**config.mk**
```make
export PLATFORM = sky130hd
export DESIGN_NAME = sntc_ldpc_cword_serializer
export DESIGN_NICKNAME = d
export VERILOG_FILES = /design/src/rtl/sntc_ldpc_cword_serializer.sv
export SDC_FILE = /design/constraint.sdc
export NUM_CORES = 1
export LEC_CHECK = 0
export ABC_AREA = 1
export ABC_CLOCK_PERIOD_IN_PS = 18800
export CELL_PAD_IN_SITES_DETAIL_PLACEMENT = 1
export CELL_PAD_IN_SITES_GLOBAL_PLACEMENT = 1
export CORE_UTILIZATION = 30
export DETAILED_ROUTE_END_ITERATION = 6
export PLACE_DENSITY = 0.72
export SETUP_SLACK_MARGIN = 0.5
export SLEW_MARGIN = 20
export SYNTH_ARGS = -nofsm -noshare
export SYNTH_HDL_FRONTEND = slang
export SYNTH_SLANG_ARGS = --single-unit
```
**constraint.sdc**
```tcl
create_clock -name clk -period 18.8 [get_ports clk]
set_input_delay 3.76 -clock clk [delete_from_list [all_inputs] [get_ports clk]]
set_output_delay 3.76 -clock clk [all_outputs]
set_load 0.02 [all_outputs]
```
**src/rtl/sntc_ldpc_cword_serializer.sv**
```systemverilog
// Serializes each LDPC codeword into W-bit beats (LSB first), one codeword buffered behind the active one.
// Capture-to-first-beat latency 1 cycle; back-to-back codewords stream with no gap; dout holds while dout_ready=0.
module sntc_ldpc_cword_serializer #(
    parameter int NN     = 'h000d0,
    parameter int W      = 16,
    parameter int NBEATS = (NN + W - 1) / W,
    parameter int BC_W   = (NBEATS > 1) ? $clog2(NBEATS) : 1,
    parameter int CNT_W  = 16
) (
    input  logic             clk,
    input  logic             rstn,
    input  logic             clr,
    input  logic [NN-1:0]    cw_in,
    input  logic             cw_ok_in,
    input  logic             cw_valid_in,
    output logic             cw_ready_out,
    output logic [W-1:0]     dout,
    output logic             dout_valid,
    input  logic             dout_ready,
    output logic             dout_last,
    output logic             dout_err,
    output logic             busy,
    output logic [CNT_W-1:0] cw_sent_cnt,
    output logic [CNT_W-1:0] cw_err_cnt
);

    localparam int              SW        = NBEATS * W;
    localparam logic [BC_W-1:0] LAST_BEAT = BC_W'(NBEATS - 1);

    typedef enum logic {IDLE, STREAM} state_t;

    state_t           state_q, state_d;
    logic [BC_W-1:0]  beat_cnt_q, beat_cnt_d;
    logic [SW-1:0]    sh_q, sh_d;
    logic             sh_err_q, sh_err_d;
    logic [NN-1:0]    pd_q, pd_d;
    logic             pd_err_q, pd_err_d;
    logic             pd_full_q, pd_full_d;
    logic [CNT_W-1:0] sent_cnt_q, sent_cnt_d;
    logic [CNT_W-1:0] err_cnt_q, err_cnt_d;

    logic capture;
    logic beat_xfer;
    logic last_xfer;

    // Zero-extension supplies the padding bits of the final beat.
    function automatic logic [SW-1:0] pad_cw(input logic [NN-1:0] cw);
        pad_cw = SW'(cw);
    endfunction

    assign cw_ready_out = !pd_full_q;
    assign capture      = cw_valid_in && !pd_full_q;
    assign dout_valid   = (state_q == STREAM);
    assign beat_xfer    = dout_valid && dout_ready;
    assign last_xfer    = beat_xfer && (beat_cnt_q == LAST_BEAT);
    assign dout         = dout_valid ? sh_q[W-1:0] : '0;
    assign dout_last    = dout_valid && (beat_cnt_q == LAST_BEAT);
    assign dout_err     = dout_valid && sh_err_q;
    assign busy         = dout_valid || pd_full_q;
    assign cw_sent_cnt  = sent_cnt_q;
    assign cw_err_cnt   = err_cnt_q;

    always_comb begin
        state_d    = state_q;
        beat_cnt_d = beat_cnt_q;
        sh_d       = sh_q;
        sh_err_d   = sh_err_q;
        pd_d       = pd_q;
        pd_err_d   = pd_err_q;
        pd_full_d  = pd_full_q;
        sent_cnt_d = sent_cnt_q;
        err_cnt_d  = err_cnt_q;

        if (capture && !cw_ok_in && (err_cnt_q != '1)) begin
            err_cnt_d = err_cnt_q + CNT_W'(1);
        end

        case (state_q)
            IDLE: begin
                if (capture) begin
                    sh_d       = pad_cw(cw_in);
                    sh_err_d   = !cw_ok_in;
                    beat_cnt_d = '0;
                    state_d    = STREAM;
                end
            end
            STREAM: begin
                if (last_xfer) begin
                    beat_cnt_d = '0;
                    if (sent_cnt_q != '1) begin
                        sent_cnt_d = sent_cnt_q + CNT_W'(1);
                    end
                    // A pending codeword always wins; capture cannot coincide with pd_full.
                    if (pd_full_q) begin
                        sh_d      = pad_cw(pd_q);
                        sh_err_d  = pd_err_q;
                        pd_full_d = 1'b0;
                    end else if (capture) begin
                        sh_d     = pad_cw(cw_in);
                        sh_err_d = !cw_ok_in;
                    end else begin
                        state_d = IDLE;
                    end
                end else if (beat_xfer) begin
                    beat_cnt_d = beat_cnt_q + BC_W'(1);
                    sh_d       = sh_q >> W;
                end
                if (capture && !last_xfer) begin
                    pd_d      = cw_in;
                    pd_err_d  = !cw_ok_in;
                    pd_full_d = 1'b1;
                end
            end
            default: state_d = IDLE;
        endcase
    end

    always_ff @(posedge clk or posedge rstn) begin
        if (rstn) begin
            state_q    <= IDLE;
            beat_cnt_q <= '0;
            sh_q       <= '0;
            sh_err_q   <= 1'b0;
            pd_q       <= '0;
            pd_err_q   <= 1'b0;
            pd_full_q  <= 1'b0;
            sent_cnt_q <= '0;
            err_cnt_q  <= '0;
        end else if (clr) begin
            state_q    <= IDLE;
            beat_cnt_q <= '0;
            sh_q       <= '0;
            sh_err_q   <= 1'b0;
            pd_q       <= '0;
            pd_err_q   <= 1'b0;
            pd_full_q  <= 1'b0;
            sent_cnt_q <= '0;
            err_cnt_q  <= '0;
        end else begin
            state_q    <= state_d;
            beat_cnt_q <= beat_cnt_d;
            sh_q       <= sh_d;
            sh_err_q   <= sh_err_d;
            pd_q       <= pd_d;
            pd_err_q   <= pd_err_d;
            pd_full_q  <= pd_full_d;
            sent_cnt_q <= sent_cnt_d;
            err_cnt_q  <= err_cnt_d;
        end
    end

endmodule
```
# After elaboration in Yosys (flattened, before gate mapping)

Cells that the tools add are included.

Bits in registers: 456
Word-level logic and storage cells: 79

Add/sub/neg operators: 3
Equal/unequal tests: 6
Multiplexer cells: 38
Bitwise gates (word level): 1
Reduce and logical (&&, ||, !) cells: 22

Operators by type and width:

| kind                                                                     | count |
|---|---|
| 208-bit two-way mux                                                      | 8 |
| 208-bit case mux with 2 select lines                                     | 1 |
| 16-bit two-way mux                                                       | 7 |
| 16-bit by 1-bit adder with 16-bit output (second input constant)         | 2 |
| 16-bit inequality test (second input constant)                           | 2 |
| 4-bit two-way mux                                                        | 4 |
| 1-bit two-way mux                                                        | 15 |
| 2-bit nonzero test                                                       | 5 |
| 1-bit logical AND                                                        | 8 |
| 4-bit case mux with 2 select lines                                       | 1 |
| 2-bit AND reduction                                                      | 3 |
| 4-bit by 1-bit adder with 4-bit output (second input constant)           | 1 |
| 4-bit == test (second input constant)                                    | 1 |
| 4-bit by 2-bit inequality test with 1-bit output (second input constant) | 1 |
| 1-bit case mux with 2 select lines                                       | 2 |
| 1-bit zero test                                                          | 3 |
| 3-bit by 2-bit inequality test with 1-bit output (second input constant) | 1 |
| 3-bit inequality test (second input constant)                            | 1 |
| 3-bit AND reduction                                                      | 1 |
| 3-bit nonzero test                                                       | 1 |
| 1-bit logical OR                                                         | 1 |
| 1-bit NOT                                                                | 1 |

# Longest topological paths before layout

Depth in word-level cells: 7
Gate-level depth with buffers: 11
Mapped depth without buffers: 10

# Worst setup path after synthesis

No wires, ideal clock.

Path kind: register -> output
Start point: register pd_full_q
End point: output port busy
Arrival: 1.332 ns
Setup slack: 13.708 ns
Stages on the path, launching flop included: 5
Path buffers: 2
Cell sequence: dfrtp_1 inv_2 clkbuf_1 clkbuf_1 nand2_1

Cells in the longest elaborated chain, start to end: 1

Ends and longest elaborated chain:

| element                | line | source |
|---|---|---|
| start, declared        | 38   | `logic pd_full_q, pd_full_d;` |
| start signal, assigned | 146  | `pd_full_q <= pd_full_d;` |
| 1-bit logical OR       | 59   | `assign busy = dout_valid \|\| pd_full_q;` |
| end, declared          | 22   | `output logic busy,` |

No other way between the ends.

# Worst setup path in the final report

Start point: input port clr
End point: register pd_q[94]

Cells in the longest elaborated chain, start to end: 2

Ends and longest elaborated chain:

| element                       | line | source |
|---|---|---|
| start, declared               | 12   | `input logic clr,` |
| 2-bit nonzero test (no line)  | n/a  |  |
| 2-bit AND reduction (no line) | n/a  |  |
| end signal, assigned          | 144  | `pd_q <= pd_d;` |
| end, declared                 | 36   | `logic [NN-1:0] pd_q, pd_d;` |

Several ways; a longest one is shown, not always the timed one.
A chain may end at the register's enable or synchronous reset.

==> flow_summary.json <==
{
  "antenna_found_initial": 5,
  "r2r_start": "dout_valid",
  "rows": 110,
  "fmax_mhz": 127.0,
  "routedWlPerCell_um": 19.97,
  "drt_first_pass_iters": 5,
  "worst_ep_required_time_ps": 19240,
  "crit_fanout": 70,
  "dieArea_um2": 92670,
  "async_flop_share": 1.000,
  "grt_max_degree": 213,
  "grt_usage": 0.2220,
  "maxCapViolations": 0,
  "power.density_nw_per_um2": 88.34,
  "clock_path_buffers": 3,
  "post_cts_buffers": 0,
  "dpl.hpwl_mm": 63.14,
  "post-route-min-period_ps": 7875,
  "layout_common_cells": "921 x nand2_1, 593 x inv_1, 494 x nand3_1",
  "grt_pass1_wl_mm": 165.8,
  "syn_inst": 3940,
  "fin_nets": 4233,
  "fin_skew_ps": 22.43,
  "cts_tree": "built",
  "dr.first_iter.drc_count": 1759,
  "r2r_slack_ps": 14290,
  "fin_tns_setup_ps": 0,
  "drc": 0,
  "reg2reg_depth": 9,
  "ir_drop_mv": 0.06789,
  "endpoint": "pd_q[94]",
  "core_area_um2": 90290,
  "cp-startpoint": "clr",
  "ys_types": 29,
  "syn_to_final_growth_pct": 18.92,
  "cts.sinks": 456,
  "wl_mm": 104.7,
  "rsz0062_at_grt": "false",
  "worstSetupEndpointType": "flip-flop",
  "hold_violations": 0,
  "synth_top_area_frac": 0.4159,
  "antenna_left": 0,
  "p_leak_nw": 14.88,
  "synth_edf_count": 0,
  "clk_pin_slew_ps": 60,
  "syn_nets": 4158,
  "slew_viol_final": 0,
  "place_area_um2": 30650,
  "die_w_um": 304.4,
  "worstPathArrival_ps": 8310,
  "final_common_cell": "nand2_1",
  "netlist_area_um2": 27440,
  "slew_headroom": 0.09437,
  "io_buffers": 266,
  "cts_buffers": 57,
  "routabilityCongestion": 0.8201,
  "grt_overflow_total": 0,
  "fillers": 11250,
  "startpoint_type": "input pin",
  "criticalPathCategory": "in -> reg",
  "cts_root_buffer": "clkbuf_16",
  "avgSynthCellArea_um2": 6.964,
  "ctsResizeCount": 0,
  "ctsHoldBuffers": 0,
  "r2r-end": "pd_q[94]",
  "synth_top_area_cell": "dfrtp_1",
  "die_h_um": 304.4,
  "vias": 27400,
  "design_area_um2": 32630,
  "tightest_slew_ps": 1358,
  "synth_seq_cells": 456,
  "ys.flop_type": "dfrtp_1",
  "hp-class": "reg -> reg",
  "ios": 267,
  "clock_latency_ps": 630,
  "routed_via_density": 5.228,
  "status": "finished clean",
  "yosysSeqAreaShare": 0.4159,
  "drive_above_1_share": 0.05809,
  "cts_max_level": 2,
  "grt_pass1_vias": 28290,
  "finalSetupViolations": 0,
  "netlist_top_cells_area": "dfrtp_1 42%, nand2_1 13%, nand3_1 9.0%",
  "fin_crit_sh": 0.4189,
  "start_util": 0.3039,
  "yosys_warnings": 0
}
==> through the flow <==
step,power [mW],cells,utilization,hold slack (ps),worst slack [ps]
2_1_floorplan,1.518,3940,-,475.0,2328
3_3_place_gp,1.714,5132,0.3395,491.7,10340
3_5_place_dp,1.729,5132,0.3395,502.4,10260
4_1_cts,2.910,5239,0.3613,517.6,10920
5_1_grt,3.019,5242,0.3614,539.8,10670
6_report,2.882,5242,0.3614,516.2,10930
==> Yosys cell counts (19+ instances only) <==
library cell	count
nor2_1	359
a21oi_1	287
o21ai_0	118
clkbuf_1	103
a31oi_1	128
inv_1	594
buf_1	19
buf_2	147
o22ai_2	72
dfrtp_1	456
nand3_1	494
nand2_1	923
o22ai_1	136
==> area by class of cell <==
cell class	instances	area, µm²	share of cell area
inverters	601	2291	0.07021
clock buffers	85	1724	0.05284
repair buffers	297	2945	0.09026
diodes	3	7.507	0.0002301
flip-flops and latches	456	11410	0.3498
multi-input cells	2602	12530	0.3839
well taps	1176	1471	0.04509
clock inverters	22	249.0	0.007631
==> layer usage <==
layer	GRT usage	vias up	routed length [µm]
met2	0.3700	658	50140
met5	0	-	20
li1	-	12860	-
met1	0.3003	13760	47020
met4	0.06836	2	2711
met3	0.02465	126	4778
==> state kept, by name, indices dropped and copies added (netlist names) <==
name / cells
sh_q: 208
pd_full_q: 1
beat_cnt_q: 4
cw_err_cnt: 16
cw_sent_cnt: 16
sh_err_q: 1
dout_valid: 1
pd_q: 208
pd_err_q: 1
==> critical path, cell delays in order <==
cell	delay, ps
clkdlybuf4s50_1	830
nor2_4	60
buf_4	420
inv_2	120
buf_4	650
nor2_4	220
nand2_4	460
buf_4	630
buf_4	840
o22ai_1	180
==> kinds of logic (layout without fill, tap and decap cells) <==
logic type               count (synthesis)  after routing  synth area share
AO/OA/AOI/OAI                          762            762            0.1717
AND/OR/NAND/NOR                       1823           1823            0.2771
other                                    0              3                 0
XOR/XNOR                                13             13          0.004150
buffers and inverters                  882           1005            0.1293
flip-flops                             456            456            0.4159
adder cells (fa/ha/maj)                  4              4          0.001824
==> worst min-delay path by stage <==
| stage | start | end | cells after the start |
|---|---|---|---|
| 4_1_cts | pd_q[205] | pd_q[205] | 2 |
| 3_5_place_dp | pd_q[205] | pd_q[205] | 2 |
| 5_1_grt | pd_q[205] | pd_q[205] | 2 |
| 6_report | pd_q[205] | pd_q[205] | 2 |
| 2_1_floorplan | sh_err_q | sh_err_q | 2 |
| 3_3_place_gp | pd_q[201] | pd_q[201] | 2 |
==> where the power goes <==
group	leakage (nW)	total (mW)	switching [mW]	internal, mW
logic	7.80	0.580	0.383	0.198
registers	6.09	1.13	0.0614	1.07
clock network	0.982	1.17	0.468	0.700
total	14.9	2.88	0.913	1.97
No activity file was read; power rests on OpenSTA's default activity.
